### src/rtl/stopwatch_pkg.sv
// Shared definitions for the stopwatch control unit.
//   - genericCounter control codes (2-bit field per counter)
//   - control FSM state type
//   - bit positions of each counter field inside the 6-bit control word
package stopwatch_pkg;

    localparam logic [1:0] CTR_HOLD = 2'b00;
    localparam logic [1:0] CTR_INC  = 2'b01;
    localparam logic [1:0] CTR_LOAD = 2'b10;
    localparam logic [1:0] CTR_CLR  = 2'b11;

    typedef enum logic [1:0] {
        S_CLR  = 2'b00,
        S_STOP = 2'b01,
        S_RUN  = 2'b10
    } state_t;

    localparam int unsigned CW_WIDTH    = 6;
    localparam int unsigned CW_PRE_LSB  = 0;  // tenth-second prescaler
    localparam int unsigned CW_TEN_LSB  = 2;  // tenths digit
    localparam int unsigned CW_UNIT_LSB = 4;  // units digit

    // Assemble a control word from its three per-counter fields.
    function automatic logic [CW_WIDTH-1:0] make_cw(
        input logic [1:0] unit_f,
        input logic [1:0] ten_f,
        input logic [1:0] pre_f
    );
        return {unit_f, ten_f, pre_f};
    endfunction

endpackage

### src/rtl/stopwatch_control_if.sv
// Control/status link between the stopwatch control unit and its datapath.
//   tenth    : prescaler count equals tenthSecondConstant
//   tenthMax : tenths digit equals 9
//   unitMax  : units digit equals 9
//   cw       : control word {units[1:0], tenths[1:0], prescaler[1:0]}
// master = control unit (drives cw), slave = datapath (drives status).
interface stopwatch_control_if;
    import stopwatch_pkg::*;

    logic                tenth;
    logic                tenthMax;
    logic                unitMax;
    logic [CW_WIDTH-1:0] cw;

    modport master (input tenth, input tenthMax, input unitMax, output cw);
    modport slave  (output tenth, output tenthMax, output unitMax, input cw);

endinterface

### src/rtl/stopwatch_control_sync_edge.sv
// button_sync_edge: synchronises a raw asynchronous button into the clk
// domain and emits a single-cycle pulse on its rising edge.
//   clk   : system clock
//   reset : asynchronous active-low reset
//   btn   : raw button, asynchronous to clk, active-high
//   pulse : one-cycle high on each synchronised rising edge
// Parameter SYNC_STAGES (>= 2): synchroniser depth.
module button_sync_edge #(
    parameter int unsigned SYNC_STAGES = 2
) (
    input  logic clk,
    input  logic reset,
    input  logic btn,
    output logic pulse
);

    logic [SYNC_STAGES-1:0] sync;
    logic                   prev;

    always_ff @(posedge clk or negedge reset) begin
        if (!reset) begin
            sync <= '0;
            prev <= 1'b0;
        end else begin
            sync <= {sync[SYNC_STAGES-2:0], btn};
            prev <= sync[SYNC_STAGES-1];
        end
    end

    // Decoded from flops only, so no raw-button path reaches the FSM.
    assign pulse = sync[SYNC_STAGES-1] & ~prev;

endmodule

### src/rtl/stopwatch_control.sv
// stopwatch_control: control FSM for the stopwatch datapath.
//   clk          : system clock
//   reset        : asynchronous active-low reset
//   btnStartStop : raw start/stop button (async, active-high)
//   btnClear     : raw clear button (async, active-high)
//   dp           : datapath link (status in, control word cw out)
//   running      : high while in RUN
//   wrapped      : sticky, set on 9.9 -> 0.0 rollover, cleared by CLR
// Parameter SYNC_STAGES (>= 2): button synchroniser depth.
module stopwatch_control
    import stopwatch_pkg::*;
#(
    parameter int unsigned SYNC_STAGES = 2
) (
    input  logic                       clk,
    input  logic                       reset,
    input  logic                       btnStartStop,
    input  logic                       btnClear,
    stopwatch_control_if.master        dp,
    output logic                       running,
    output logic                       wrapped
);

    logic                ss_pulse;
    logic                clr_pulse;
    state_t              state;
    state_t              state_next;
    logic [CW_WIDTH-1:0] cw_next;
    logic                rollover;

    button_sync_edge #(.SYNC_STAGES(SYNC_STAGES)) u_sync_ss (
        .clk   (clk),
        .reset (reset),
        .btn   (btnStartStop),
        .pulse (ss_pulse)
    );

    button_sync_edge #(.SYNC_STAGES(SYNC_STAGES)) u_sync_clr (
        .clk   (clk),
        .reset (reset),
        .btn   (btnClear),
        .pulse (clr_pulse)
    );

    always_ff @(posedge clk or negedge reset) begin
        if (!reset) begin
            state <= S_CLR;
        end else begin
            state <= state_next;
        end
    end

    // Next state plus Mealy control word. In RUN the tick word is issued
    // even when a button pulse moves the FSM out of RUN on the same edge.
    always_comb begin
        state_next = state;
        cw_next    = make_cw(CTR_HOLD, CTR_HOLD, CTR_HOLD);
        running    = 1'b0;
        case (state)
            S_CLR: begin
                cw_next    = make_cw(CTR_CLR, CTR_CLR, CTR_CLR);
                state_next = S_STOP;
            end
            S_STOP: begin
                if (clr_pulse) begin
                    state_next = S_CLR;
                end else if (ss_pulse) begin
                    state_next = S_RUN;
                end
            end
            S_RUN: begin
                running = 1'b1;
                if (!dp.tenth) begin
                    cw_next = make_cw(CTR_HOLD, CTR_HOLD, CTR_INC);
                end else if (!dp.tenthMax) begin
                    cw_next = make_cw(CTR_HOLD, CTR_INC, CTR_CLR);
                end else if (!dp.unitMax) begin
                    cw_next = make_cw(CTR_INC, CTR_CLR, CTR_CLR);
                end else begin
                    cw_next = make_cw(CTR_CLR, CTR_CLR, CTR_CLR);
                end
                if (clr_pulse) begin
                    state_next = S_CLR;
                end else if (ss_pulse) begin
                    state_next = S_STOP;
                end
            end
            default: begin
                cw_next    = make_cw(CTR_CLR, CTR_CLR, CTR_CLR);
                state_next = S_CLR;
            end
        endcase
    end

    assign dp.cw    = cw_next;
    assign rollover = (state == S_RUN) & dp.tenth & dp.tenthMax & dp.unitMax;

    always_ff @(posedge clk or negedge reset) begin
        if (!reset) begin
            wrapped <= 1'b0;
        end else if (state == S_CLR) begin
            wrapped <= 1'b0;
        end else if (rollover) begin
            wrapped <= 1'b1;
        end
    end

endmodule

### src/flat_wrapper.sv
// flat-port wrapper written by rule: the top's interface ports become plain ports
module stopwatch_control_flat import stopwatch_pkg::*;
#(
    parameter int unsigned SYNC_STAGES = 2
)
  (clk, reset, btnStartStop, btnClear, running, wrapped, dp_tenth, dp_tenthMax, dp_unitMax, dp_cw);
  stopwatch_control_if dp_i ();
  input  logic clk;
  input  logic reset;
  input  logic btnStartStop;
  input  logic btnClear;
  output logic running;
  output logic wrapped;
  input wire logic [$bits(dp_i.tenth)-1:0] dp_tenth;
  input wire logic [$bits(dp_i.tenthMax)-1:0] dp_tenthMax;
  input wire logic [$bits(dp_i.unitMax)-1:0] dp_unitMax;
  output wire logic [$bits(dp_i.cw)-1:0] dp_cw;
  assign dp_i.tenth = dp_tenth;
  assign dp_i.tenthMax = dp_tenthMax;
  assign dp_i.unitMax = dp_unitMax;
  assign dp_cw = dp_i.cw;
  stopwatch_control #(.SYNC_STAGES(SYNC_STAGES)) u_core (.clk(clk), .reset(reset), .btnStartStop(btnStartStop), .btnClear(btnClear), .dp(dp_i), .running(running), .wrapped(wrapped));
endmodule
### config.mk
export PLATFORM = sky130hd
export DESIGN_NAME = stopwatch_control_flat
export DESIGN_NICKNAME = d
export VERILOG_FILES = /design/src/rtl/stopwatch_pkg.sv /design/src/rtl/stopwatch_control_if.sv /design/src/rtl/stopwatch_control_sync_edge.sv /design/src/rtl/stopwatch_control.sv /design/src/flat_wrapper.sv
export SDC_FILE = /design/constraint.sdc
export NUM_CORES = 1
export LEC_CHECK = 0
export ABC_AREA = 1
export BUFFER_PORTS_ARGS = -buffer_cell sky130_fd_sc_hd__buf_2
export CAP_MARGIN = 20
export CORE_AREA = 2 2 39 41
export DETAILED_ROUTE_END_ITERATION = 12
export DIE_AREA = 0 0 41 43
export GPL_TIMING_DRIVEN = 0
export PLACE_DENSITY = 0.59
export SYNTH_ARGS = -nofsm -noshare
export SYNTH_HDL_FRONTEND = slang
export SYNTH_SLANG_ARGS = --single-unit
### constraint.sdc
create_clock -name clk -period 1.5 [get_ports clk]
set_input_delay 0.375 -clock clk [delete_from_list [all_inputs] [get_ports clk]]
set_output_delay 0.375 -clock clk [all_outputs]
set_load 0.005 [all_outputs]
=== Word level (Yosys, flattened, before mapping) ===
Cells that the tools add are included.

* Register bits: 9
* Input bits: 7
* Word-level logic and storage cells: 32

* Equal/unequal tests: 4
* Multiplexer cells: 12
* Bitwise operators: 7
* Reductions and logical operators: 3

{| class="wikitable"
|+ Operators by type and width
! cell !! number
|-
| $mux 6 || 3
|-
| $pmux 6 s2 || 1
|-
| $mux 2 || 4
|-
| $ne 3x1->1 const B || 2
|-
| $pmux 2 s3 || 1
|-
| $and 1x1->1 || 5
|-
| $mux 1 || 3
|-
| $eq 2x1->1 const B || 1
|-
| $eq 2x2->1 const B || 1
|-
| $logic_not 2->1 || 1
|-
| $not 1->1 || 2
|-
| $reduce_and 2->1 || 1
|-
| $reduce_bool 2->1 || 1
|}

=== Depth between registers and ports, before layout ===
Gate-level depths: netlist (run 1).

* Depth after elaboration: 6
* Mapped depth: 6
* Mapped depth without buffers: 6

=== Modules after synthesis ===
A second synthesis (run 1) with hierarchy kept.

* Cells, all modules: 38
* Area total of the unflattened synthesis: 355.3 sq um

{| class="wikitable"
|+ By module, submodules not included
! module !! instances !! cells an instance !! area an instance (sq um) !! seq. area each (sq um)
|-
| stopwatch_control || 1 || 28 || 185.2 || 75.1
|-
| button_sync_edge || 2 || 5 || 85.1 || 75.1
|}

=== Worst setup path before layout (run 1) ===
OpenSTA, ideal clock, no wires.

* Kind: register to output
* Start: register u_core.state[0]
* End: output port dp_cw[4]
* Data arrival time: 0.911 ns
* Slack: 0.214 ns
* Stages on the path, launching flop included: 5
* Path buffers: 1
* Cells stage by stage: dfrtp_1 > inv_1 > nand2_2 > o21ai_0 > buf_4

* Cells in the longest elaborated chain, start to end: 2

{| class="wikitable"
|+ Ends and longest elaborated chain
! what !! line !! RTL
|-
| start, declared || stopwatch_control.sv:26 || <nowiki>state_t state;</nowiki>
|-
| start signal, assigned || stopwatch_control.sv:49 || <nowiki>state <= state_next;</nowiki>
|-
| $eq 2x2->1 / $eq 2x1->1 (equally long branches) || stopwatch_control.sv:59 || <nowiki>case (state)</nowiki>
|-
| $pmux 6 s2 * || stopwatch_control.sv:59 ||
|-
| end, declared || flat_wrapper.sv:17 || <nowiki>output wire logic [$bits(dp_i.cw)-1:0] dp_cw;</nowiki>
|}

Every way passes the cells marked *; elsewhere a longest branch is shown, timed or not.

=== Worst setup path after layout (run 1) ===
Same ends and word-level chain as after synthesis.

==> impl_metrics.py, run 1 <==
metrics = {
    "sta": {
        "rsz0062_at_grt": "true",
        "skew_ps": 5.80,
        "fin_tns_setup_ps": -189,
        "hold_viol": 0,
        "fmaxAchievable_mhz": 629,
        "maxSlewViolCount": 0,
        "timing.final.ws_setup_ps": -89.7,
        "period_needed_ps": 1590,
        "relSlewSlack_pct": 87.0,
        "hold_ws_ps": 226,
        "worstMarginPinSlew_ps": 196,
        "period_share_pct": 106,
        "setup_viol": 3,
    },
    "detailed_routing": {
        "detail-route-antenna-nets": 0,
        "dr.first_iter.drc_count": 3,
        "avgViaCountPerCell": 3.96,
        "wl_per_cell_microns": 8.12,
        "drt_pass1_iterations": 2,
        "wirelength_microns": 617,
        "num_vias": 301,
        "drc": 0,
    },
    "power": {
        "max-vdd-ir-drop_mv": 0.400,
        "p_leak_nw": 0.285,
        "powerDensity_nw_per_um2": 1170,
    },
    "clock_network": {
        "cts.sinks": 9,
        "post-cts-setup-buffer-count": 0,
        "cts_inserted_buffers": 3,
        "cts_root_buffer": "clkbuf_4",
        "cts_tree": "yes",
        "clk-insertion-delay-late_ps": 250,
        "ctsLongestPathBuffers": 2,
        "cts.reportedPaths.clkPinSlew_ps": 60,
        "h-tree-depth": 1,
    },
    "die": {
        "die_x_microns": 41,
        "start_util_pct": 26.1,
        "coreArea_sq_um": 1380,
        "fp-row-count": 14,
        "pin_count": 15,
        "chipHeight_microns": 43,
        "dieArea_sq_um": 1760,
    },
    "yosys": {
        "syn-num-nets": 48,
        "syn_area_per_cell_sq_um": 8.82,
        "synth_warnings": 0,
        "synthCells": 41,
        "ys_types": 9,
        "syn_area_sq_um": 362,
        "synth-seq-cells": 9,
        "yosysSeqAreaShare_pct": 62.3,
    },
    "placed_design": {
        "gp_congestion": 0.687,
        "placed_cells": 71,
        "hpwl_microns": 462,
        "pre_cts_slack_ps": 133,
        "place_area_sq_um": 452,
        "portBuffers": 14,
    },
    "critical_path": {
        "critPathLaunchType": "register",
        "end_kind": "primary output",
        "critPathArrivalTime_ps": 1210,
        "crit_fanout": 5,
        "critical_path_class": "reg -> out",
        "cp.required_ps": 1120,
    },
    "layout": {
        "register_area_sq_um": 225,
        "antenna_cells": 0,
        "layout-area-overhead-vs-synth_pct": 39.1,
        "num-fill-cells": 151,
        "drive_gt1_share_pct": 38.3,
        "fin_nets": 68,
        "multi_input_area_sq_um": 100,
        "layout_commonest_cell": "buf_2",
        "final_cell_mix": "buf_2, nand2_1, dfrtp_1",
        "final_area_sq_um": 503,
        "finalNonFillerCells": 76,
    },
    "flow_run": {
        "maxCapViolations": 0,
    },
    "worst_hold_path": {
        "hold_path_class": "in -> reg",
    },
    "global_routing": {
        "antenna_found_initial": 0,
        "grt_pass1_vias": 249,
        "gr-usage-all-layers_pct": 8.66,
        "grt_pass1_wl_microns": 931,
        "grt_max_degree": 10,
        "grt-ovfl-total": 0,
    },
    "outcome": {
        "outcome": "complete, but fails checks",
        "violations": "setup timing",
    },
}
-- cell type report --
cell class | count | share of cell area (%)
Sequential cell | 9 | 44.8
Multi-Input combinational cell | 23 | 19.9
Timing Repair Buffer | 15 | 17.2
Clock buffer | 4 | 5.22
Inverter | 7 | 5.22
Tap cell | 16 | 3.98
Buffer | 2 | 3.73
-- kinds of logic (layout without fill, tap and decap cells) --
| family | after synthesis | count (layout) | synth area share [%] |
|---|---|---|---|
| AND/OR/NAND/NOR | 20 | 20 | 22.1 |
| flip-flops | 9 | 9 | 62.3 |
| buffers and inverters | 9 | 28 | 11.4 |
| AO/OA/AOI/OAI | 3 | 3 | 4.15 |
-- through the flow --
stage	power [mW]	utilization, %
2_1_floorplan	0.338	-
3_3_place_gp	0.393	32.6
3_5_place_dp	0.395	32.6
4_1_cts	0.585	35.4
5_1_grt	0.635	36.3
6_report	0.587	36.3
-- worst paths after layout --
check                                                          from                                  end  slack (ps)  cells after the start
worst max-delay path                    u_core.state[0]$_DFFE_PN0P_                             dp_cw[4]         -90                      6
worst min-delay path                                   btnStartStop   u_core.u_sync_ss.sync[0]$_DFF_PN0_         230                      1
worst max register to register          u_core.state[0]$_DFFE_PN0P_           u_core.wrapped$_DFFE_PN0P_         590                      5
max in group asynchronous                                     reset     u_core.u_sync_clr.prev$_DFF_PN0_         830                      2
worst min register to register  u_core.u_sync_clr.sync[0]$_DFF_PN0_  u_core.u_sync_clr.sync[1]$_DFF_PN0_         350                      0
min in group asynchronous                                     reset          u_core.state[0]$_DFFE_PN0P_         490                      2
-- metal layers --
layer,vias to the layer above,global-route usage [%],share of wire [%]
li1,161,-,-
met1,126,8.45,42
met2,12,13.1,49
met3,2,1.57,8.1
met4,0,10.0,0.97
met5,-,0,0
-- registers in the layout, summed over array words and instances, names as in the netlist --
name / flops
u_core.u_sync_ss.sync: 2
u_core.u_sync_clr.sync: 2
u_core.u_sync_ss.prev: 1
u_core.state: 2
u_core.wrapped: 1
u_core.u_sync_clr.prev: 1
-- Yosys cell counts --
cell type / n / area (sq um)
o21ai_0: 3 / 15.0
inv_2: 1 / 3.75
buf_4: 2 / 15.0
nand3_1: 2 / 10.0
dfrtp_1: 9 / 225
inv_1: 6 / 22.5
nor2_1: 5 / 18.8
nand2_1: 12 / 45.0
nand2_2: 1 / 6.26
-- worst max-delay path, stage by stage, from the launching register on --
cell,delay (ps)
dfrtp_1,410
inv_1,80
nand2_2,80
nand2_2,80
o21ai_1,70
buf_4,130
buf_2,110
-- power by group --
part / total (mW) / internal, mW / switching, mW
registers: 0.271 / 0.259 / 0.0120
logic: 0.139 / 0.0770 / 0.0619
clock network: 0.176 / 0.102 / 0.0746
total: 0.587 / 0.438 / 0.148
-- repair_timing --
item / CTS / global route
cloned: 0 / 0
gates resized for setup: 2 / 3
pin swaps: 0 / 3
endpoints found under the setup margin: 3 / 5
endpoints found under the hold margin: 9 / 0
hold buffers: 1 / 0
Power figures use the tool's default switching activity.
==> run 2: changes to the inputs <==
--- a/config.mk
+++ b/config.mk
@@ -15,4 +15,5 @@
 export PLACE_DENSITY = 0.59
 export SYNTH_ARGS = -nofsm -noshare
 export SYNTH_HDL_FRONTEND = slang
+export SYNTH_HIERARCHICAL = 1
 export SYNTH_SLANG_ARGS = --single-unit
==> impl_metrics.py, run 2 <==
metrics = {
    "outcome": {
        "outcome": "complete, but fails checks",
        "violations": "setup timing",
    },
    "critical_path": {
        "slowest_stage": "dfrtp_1",
        "r2r_start": "u_core/state[1]$_DFFE_PN0P_",
        "cp.required_ps": 1120,
        "cp_cell_sequence": "inv_1 > nand2_2 > nand2_4 > nand2_2 > buf_6 > buf_6",
        "end_kind": "primary output",
        "cpPeakStageDelay_ps": 420,
        "critPathLaunchType": "register",
        "timing.rr.end": "u_core/state[1]$_DFFE_PN0P_",
        "crit_fanout": 4,
        "reg2reg_setup_slack_ps": 470,
        "reg2reg_depth": 4,
        "critical_path_class": "reg -> out",
        "critPathArrivalTime_ps": 1170,
    },
    "layout": {
        "layout-area-overhead-vs-synth_pct": 52.8,
        "drive_gt1_share_pct": 52.5,
        "finalNonFillerCells": 75,
        "final_cell_mix": "buf_2, dfrtp_1, nor2_1",
        "antenna_cells": 0,
        "reg_top3": "u_core/state: 2 flops, u_core/u_sync_clr/sync: 2 flops, u_core/u_sync_ss/sync: 2 flops",
        "layout_commonest_cell": "buf_2",
        "fin_nets": 67,
        "final_area_sq_um": 543,
    },
    "power": {
        "powerDensity_nw_per_um2": 1130,
        "power_mw": 0.616,
        "max-vdd-ir-drop_mv": 0.408,
        "p_leak_nw": 0.291,
    },
    "yosys": {
        "synth_warnings": 6,
        "synth_edf_count": 0,
        "post-synth-top-count-cell": "dfrtp_1",
        "synth-seq-cells": 9,
        "syn-num-nets": 45,
        "synth_top_area_cell": "dfrtp_1",
        "syn_area_sq_um": 355,
        "synth_common_cells": "dfrtp_1, nand2_1, inv_1, nor2_1, o21ai_0",
        "yosysSeqAreaShare_pct": 63.4,
        "ys_types": 10,
        "syn_area_per_cell_sq_um": 9.35,
        "synth-main-ff-cell": "dfrtp_1",
        "netlist.area_leader.share_pct": 63.4,
        "synthArstFlopShare_pct": 100,
        "synthCells": 38,
        "synthTopCellsByArea": "dfrtp_1, nand2_1, inv_1, nor2_1, o21ai_0",
    },
    "die": {
        "coreArea_sq_um": 1380,
        "fp-row-count": 14,
        "dieArea_sq_um": 1760,
        "chipHeight_microns": 43,
        "start_util_pct": 25.7,
        "pin_count": 15,
        "die_x_microns": 41,
    },
    "sta": {
        "fmaxAchievable_mhz": 648,
        "skew_ps": 0.299,
        "hold_viol": 0,
        "relSlewSlack_pct": 85.3,
        "setup_viol": 1,
        "period_share_pct": 103,
        "period_needed_ps": 1540,
        "worstMarginPinSlew_ps": 219,
        "maxSlewViolCount": 0,
        "rsz0062_at_grt": "true",
        "timing.final.ws_setup_ps": -44.0,
    },
    "clock_network": {
        "cts_inserted_buffers": 3,
        "clk-insertion-delay-late_ps": 250,
        "cts.reportedPaths.clkPinSlew_ps": 50,
        "ctsLongestPathBuffers": 2,
        "h-tree-depth": 1,
        "cts_tree": "yes",
        "cts.sinks": 9,
        "cts_root_buffer": "clkbuf_4",
    },
    "worst_hold_path": {
        "worstHoldEndpoint": "u_core/u_sync_clr/sync[0]$_DFF_PN0_",
        "hold_path_depth": 1,
        "hold_path_class": "in -> reg",
        "min_from": "btnClear",
    },
    "detailed_routing": {
        "wl_per_cell_microns": 8.12,
        "avgViaCountPerCell": 3.92,
        "wirelength_microns": 609,
        "drc": 0,
        "drt_pass1_iterations": 2,
        "detail-route-antenna-nets": 0,
        "num_vias": 294,
        "dr.first_iter.drc_count": 1,
    },
    "global_routing": {
        "gr-usage-all-layers_pct": 10.1,
        "antenna_found_initial": 0,
        "grt_max_degree": 10,
        "grt-ovfl-total": 0,
        "grt_pass1_wl_microns": 1100,
        "grt_pass1_vias": 307,
    },
    "placed_design": {
        "placed_cells": 68,
        "gp_congestion": 0.703,
        "portBuffers": 14,
        "place_area_sq_um": 445,
        "hpwl_microns": 451,
    },
    "flow_run": {
        "maxCapViolations": 0,
    },
}
==> run 2: cell types whose count changed after synthesis, sizes merged <==
cell	change
nand2	-5
nor2	+3
a21oi	+1
inv	-1
nand3	-1
==> run 2: timing repair <==
item                                   in CTS  in global routing
setup endpoints to repair                   5                  7
pin swaps                                   2                  1
endpoints found under the hold margin       9                  0
gates resized for setup                    11                  4
hold buffers                                1                  0
buffers inserted                            2                  1
==> run 2: worst max-delay path by stage <==
stage / startpoint / end
final: u_core/state[1]$_DFFE_PN0P_ / dp_cw[2]
after global routing: u_core/state[0]$_DFFE_PN0P_ / dp_cw[2]
after CTS: u_core/state[1]$_DFFE_PN0P_ / dp_cw[2]
after detailed placement: u_core/state[0]$_DFFE_PN0P_ / dp_cw[4]
after global placement: u_core/state[0]$_DFFE_PN0P_ / dp_cw[4]
after floorplan: u_core/state[0]$_DFFE_PN0P_ / dp_cw[4]
==> run 2: routing by layer <==
layer | part of all wire, % | global-route usage, % | vias up
li1 | - | - | 156
met1 | 37 | 10.6 | 134
met2 | 60 | 14.7 | 4
met3 | 2.1 | 3.14 | 0
met4 | 0 | 10.0 | 0
met5 | 0 | 0 | -
==> run 2: cells by family (layout without fill, tap and decap cells) <==
family | after synthesis | after routing | synth area share, %
AOI/OAI and AO/OA | 4 | 4 | 5.63
buffers and inverters | 8 | 29 | 10.6
DFF | 9 | 9 | 63.4
and+or+nand+nor | 17 | 17 | 20.4
==> run 2: power by group <==
part	switching, mW	internal [mW]
Sequential	0.0118	0.259
Combinational	0.0772	0.0938
Clock	0.0718	0.102
Total	0.161	0.455
==> run 2: metrics by stage <==
stage          TNS [ps]  util, %  worst slack, ps  hold slack (ps)
4_1_cts           -78.6     37.7            -69.3              211
2_1_floorplan         0        -              218             79.4
6_report          -44.0     39.2            -44.0              227
5_1_grt            -409     39.2             -115              206
3_5_place_dp          0     32.2              126              232
3_3_place_gp          0     32.2              139              228
==> run 2: critical path, delay by kind of cell (launching register included) <==
| family | cells | cell delay [ps] |
|---|---|---|
| and+or+nand+nor | 3 | 200 |
| DFF | 1 | 420 |
| buffers and inverters | 3 | 300 |
==> run 2: final cells by class <==
class | instances | area (sq um)
multi-input combinational | 21 | 116
tap | 16 | 20.0
buffer | 1 | 11.3
inverter | 6 | 22.5
sequential | 9 | 225
clock buffer | 4 | 26.3
fill | 138 | 841
timing repair buffer | 18 | 121
==> run 3: changes to the inputs <==
--- a/config.mk
+++ b/config.mk
@@ -5,7 +5,7 @@
 export SDC_FILE = /design/constraint.sdc
 export NUM_CORES = 1
 export LEC_CHECK = 0
-export ABC_AREA = 1
+export ABC_AREA = 0
 export BUFFER_PORTS_ARGS = -buffer_cell sky130_fd_sc_hd__buf_2
 export CAP_MARGIN = 20
 export CORE_AREA = 2 2 39 41
==> impl_metrics.py, run 3 <==
metrics = {
    "outcome": {
        "outcome": "complete, but fails checks",
        "violations": "setup timing",
    },
    "sta": {
        "fin_tns_setup_ps": -272,
        "worstMarginPinSlew_ps": 188,
        "rsz0062_at_grt": "true",
        "setup_viol": 5,
        "hold_viol": 0,
        "skew_ps": 3.07,
        "period_needed_ps": 1610,
        "maxSlewViolCount": 0,
        "fmaxAchievable_mhz": 623,
        "period_share_pct": 107,
        "relSlewSlack_pct": 87.4,
        "timing.final.ws_setup_ps": -106,
    },
    "global_routing": {
        "grt_pass1_vias": 261,
        "gr-usage-all-layers_pct": 8.04,
        "grt-ovfl-total": 0,
        "grt_max_degree": 10,
        "grt_pass1_wl_microns": 952,
        "antenna_found_initial": 0,
    },
    "yosys": {
        "synth-seq-cells": 9,
        "yosysSeqAreaShare_pct": 61.6,
        "synth_edf_count": 0,
        "post-synth-top-count-cell": "dfrtp_1",
        "synth_common_cells": "dfrtp_1, a21oi_1",
        "netlist.area_leader.share_pct": 61.6,
        "ys_types": 14,
        "syn_area_per_cell_sq_um": 12.6,
        "synthTopCellsByArea": "dfrtp_1, nor2b_4, and2b_2, a21oi_1, buf_4",
        "syn_area_sq_um": 365,
        "synthArstFlopShare_pct": 100,
        "synth-main-ff-cell": "dfrtp_1",
        "synth_warnings": 6,
        "synth_top_area_cell": "dfrtp_1",
        "synthCells": 29,
        "syn-num-nets": 36,
    },
    "power": {
        "powerDensity_nw_per_um2": 1200,
        "internal_power_mw": 0.487,
        "comb_power_share_pct": 30.4,
        "power.net_switching_mw": 0.161,
        "swShare_pct": 24.8,
        "max-vdd-ir-drop_mv": 0.440,
        "pwr-share-seq_pct": 42.5,
        "power_frac_clock_pct": 27.2,
        "p_leak_nw": 0.282,
    },
    "layout": {
        "drive_gt1_share_pct": 58.8,
        "reg_top3": "u_core/state: 2 flops, u_core/u_sync_clr/sync: 2 flops, u_core/u_sync_ss/sync: 2 flops",
        "antenna_cells": 0,
        "layout-area-overhead-vs-synth_pct": 47.9,
        "layout_commonest_cell": "buf_2",
        "final_cell_mix": "buf_2, dfrtp_1, buf_4",
        "fin_nets": 59,
        "post-route-util_pct": 39.1,
    },
    "worst_hold_path": {
        "min_from": "btnClear",
        "hold_path_depth": 1,
        "hold_path_class": "in -> reg",
        "worstHoldEndpoint": "u_core/u_sync_clr/sync[0]$_DFF_PN0_",
    },
    "clock_network": {
        "h-tree-depth": 1,
        "cts_inserted_buffers": 3,
        "clk-insertion-delay-late_ps": 250,
        "cts_root_buffer": "clkbuf_4",
        "cts.reportedPaths.clkPinSlew_ps": 60,
        "ctsLongestPathBuffers": 2,
        "cts.sinks": 9,
        "cts_tree": "yes",
    },
    "detailed_routing": {
        "dr.first_iter.drc_count": 1,
        "wl_per_cell_microns": 8.87,
        "drt_pass1_iterations": 2,
        "detail-route-antenna-nets": 0,
        "num_vias": 270,
        "avgViaCountPerCell": 4.03,
        "wirelength_microns": 594,
        "drc": 0,
    },
    "critical_path": {
        "critical_path_class": "reg -> out",
        "critPathArrivalTime_ps": 1230,
        "critPathLaunchType": "register",
        "crit_fanout": 5,
        "end_kind": "primary output",
        "reg2reg_depth": 4,
        "cp.required_ps": 1120,
        "r2r_start": "u_core/u_sync_clr/sync[1]$_DFF_PN0_",
        "reg2reg_setup_slack_ps": 510,
        "timing.rr.end": "u_core/state[0]$_DFFE_PN0P_",
    },
    "die": {
        "start_util_pct": 26.4,
        "dieArea_sq_um": 1760,
        "fp-row-count": 14,
        "coreArea_sq_um": 1380,
        "pin_count": 15,
        "chipHeight_microns": 43,
        "die_x_microns": 41,
    },
    "placed_design": {
        "portBuffers": 14,
        "pre_cts_slack_ps": 75.8,
        "gp_congestion": 0.629,
    },
    "flow_run": {
        "maxCapViolations": 0,
    },
}
[run 3: cell count changes in the layout (fill, tap and decap cells not counted), moves of 2 or more]
| cell | before | now |
|---|---|---|
| nor2_1 | 6 | 2 |
| inv_1 | 4 | 1 |
| nand2_2 | 3 | 0 |
| a21oi_2 | 0 | 2 |
| and2b_2 | 0 | 2 |
| buf_4 | 3 | 5 |
| nand2_1 | 3 | 1 |
| nand2_4 | 2 | 0 |
| nor2_2 | 2 | 0 |
| nor2b_4 | 0 | 2 |
[run 3: cell families (layout without fill, tap and decap cells)]
logic type,count (synthesis),after routing,synth area share (%)
multiplexers,1,1,2.74
AO/OA/AOI/OAI,6,6,11.0
buffers and inverters,4,26,6.16
AND/OR/NAND/NOR,9,9,18.5
flip-flops,9,9,61.6
[run 3: worst max-delay path by stage]
stage,start,end
finish,u_core/state[0]$_DFFE_PN0P_,dp_cw[2]
global route,u_core/state[0]$_DFFE_PN0P_,dp_cw[4]
CTS,u_core/state[0]$_DFFE_PN0P_,dp_cw[2]
detailed placement,u_core/state[0]$_DFFE_PN0P_,dp_cw[2]
global placement,u_core/state[0]$_DFFE_PN0P_,dp_cw[2]
floorplan,u_core/state[0]$_DFFE_PN0P_,dp_cw[2]
[run 3: power by group through the flow]
stage | clock network, mW | registers [mW] | logic, mW
after global placement | 0 | 0.282 | 0.138
after floorplan | 0 | 0.280 | 0.0788
final | 0.176 | 0.275 | 0.197
after CTS | 0.188 | 0.275 | 0.187
after global routing | 0.202 | 0.278 | 0.223
after detailed placement | 0 | 0.283 | 0.139
[run 3: cell type report]
class,instances,area (sq um)
well taps,16,20.0
fillers,140,843
clock buffers,4,26.3
repair buffers,18,121
multi-input cells,16,125
plain buffers,2,15.0
inverters,2,7.51
flip-flops and latches,9,225
[run 3: worst max-delay path, cell delays in order, from the launching register on]
cell and delay, ps:
dfrtp_1 370, and2b_2 270, a21oi_2 150, buf_4 120, buf_6 80
[run 3: through the flow]
stage / hold WS [ps] / cell area, sq um / power, mW / cells
floorplan: 79.4 / 365 / 0.359 / 29
global placement: 229 / 455 / 0.421 / 59
detailed placement: 232 / 455 / 0.422 / 59
CTS: 218 / 534 / 0.650 / 67
global route: 210 / 541 / 0.704 / 67
finish: 227 / 541 / 0.648 / 67
[run 3: what timing repair did]
item,CTS,global route
pin swaps,1,0
hold buffers,1,0
endpoints found under the hold margin,9,0
buffers inserted,3,0
resized for setup,4,2
endpoints found under the setup margin,5,6
[run 3: layer usage]
metal / GRT usage (%) / part of all wire, % / vias up
li1: - / - / 136
met4: 6.00 / 0 / 0
met1: 8.42 / 46 / 119
met2: 13.1 / 45 / 15
met5: 0 / 0 / -
met3: 1.57 / 8.9 / 0
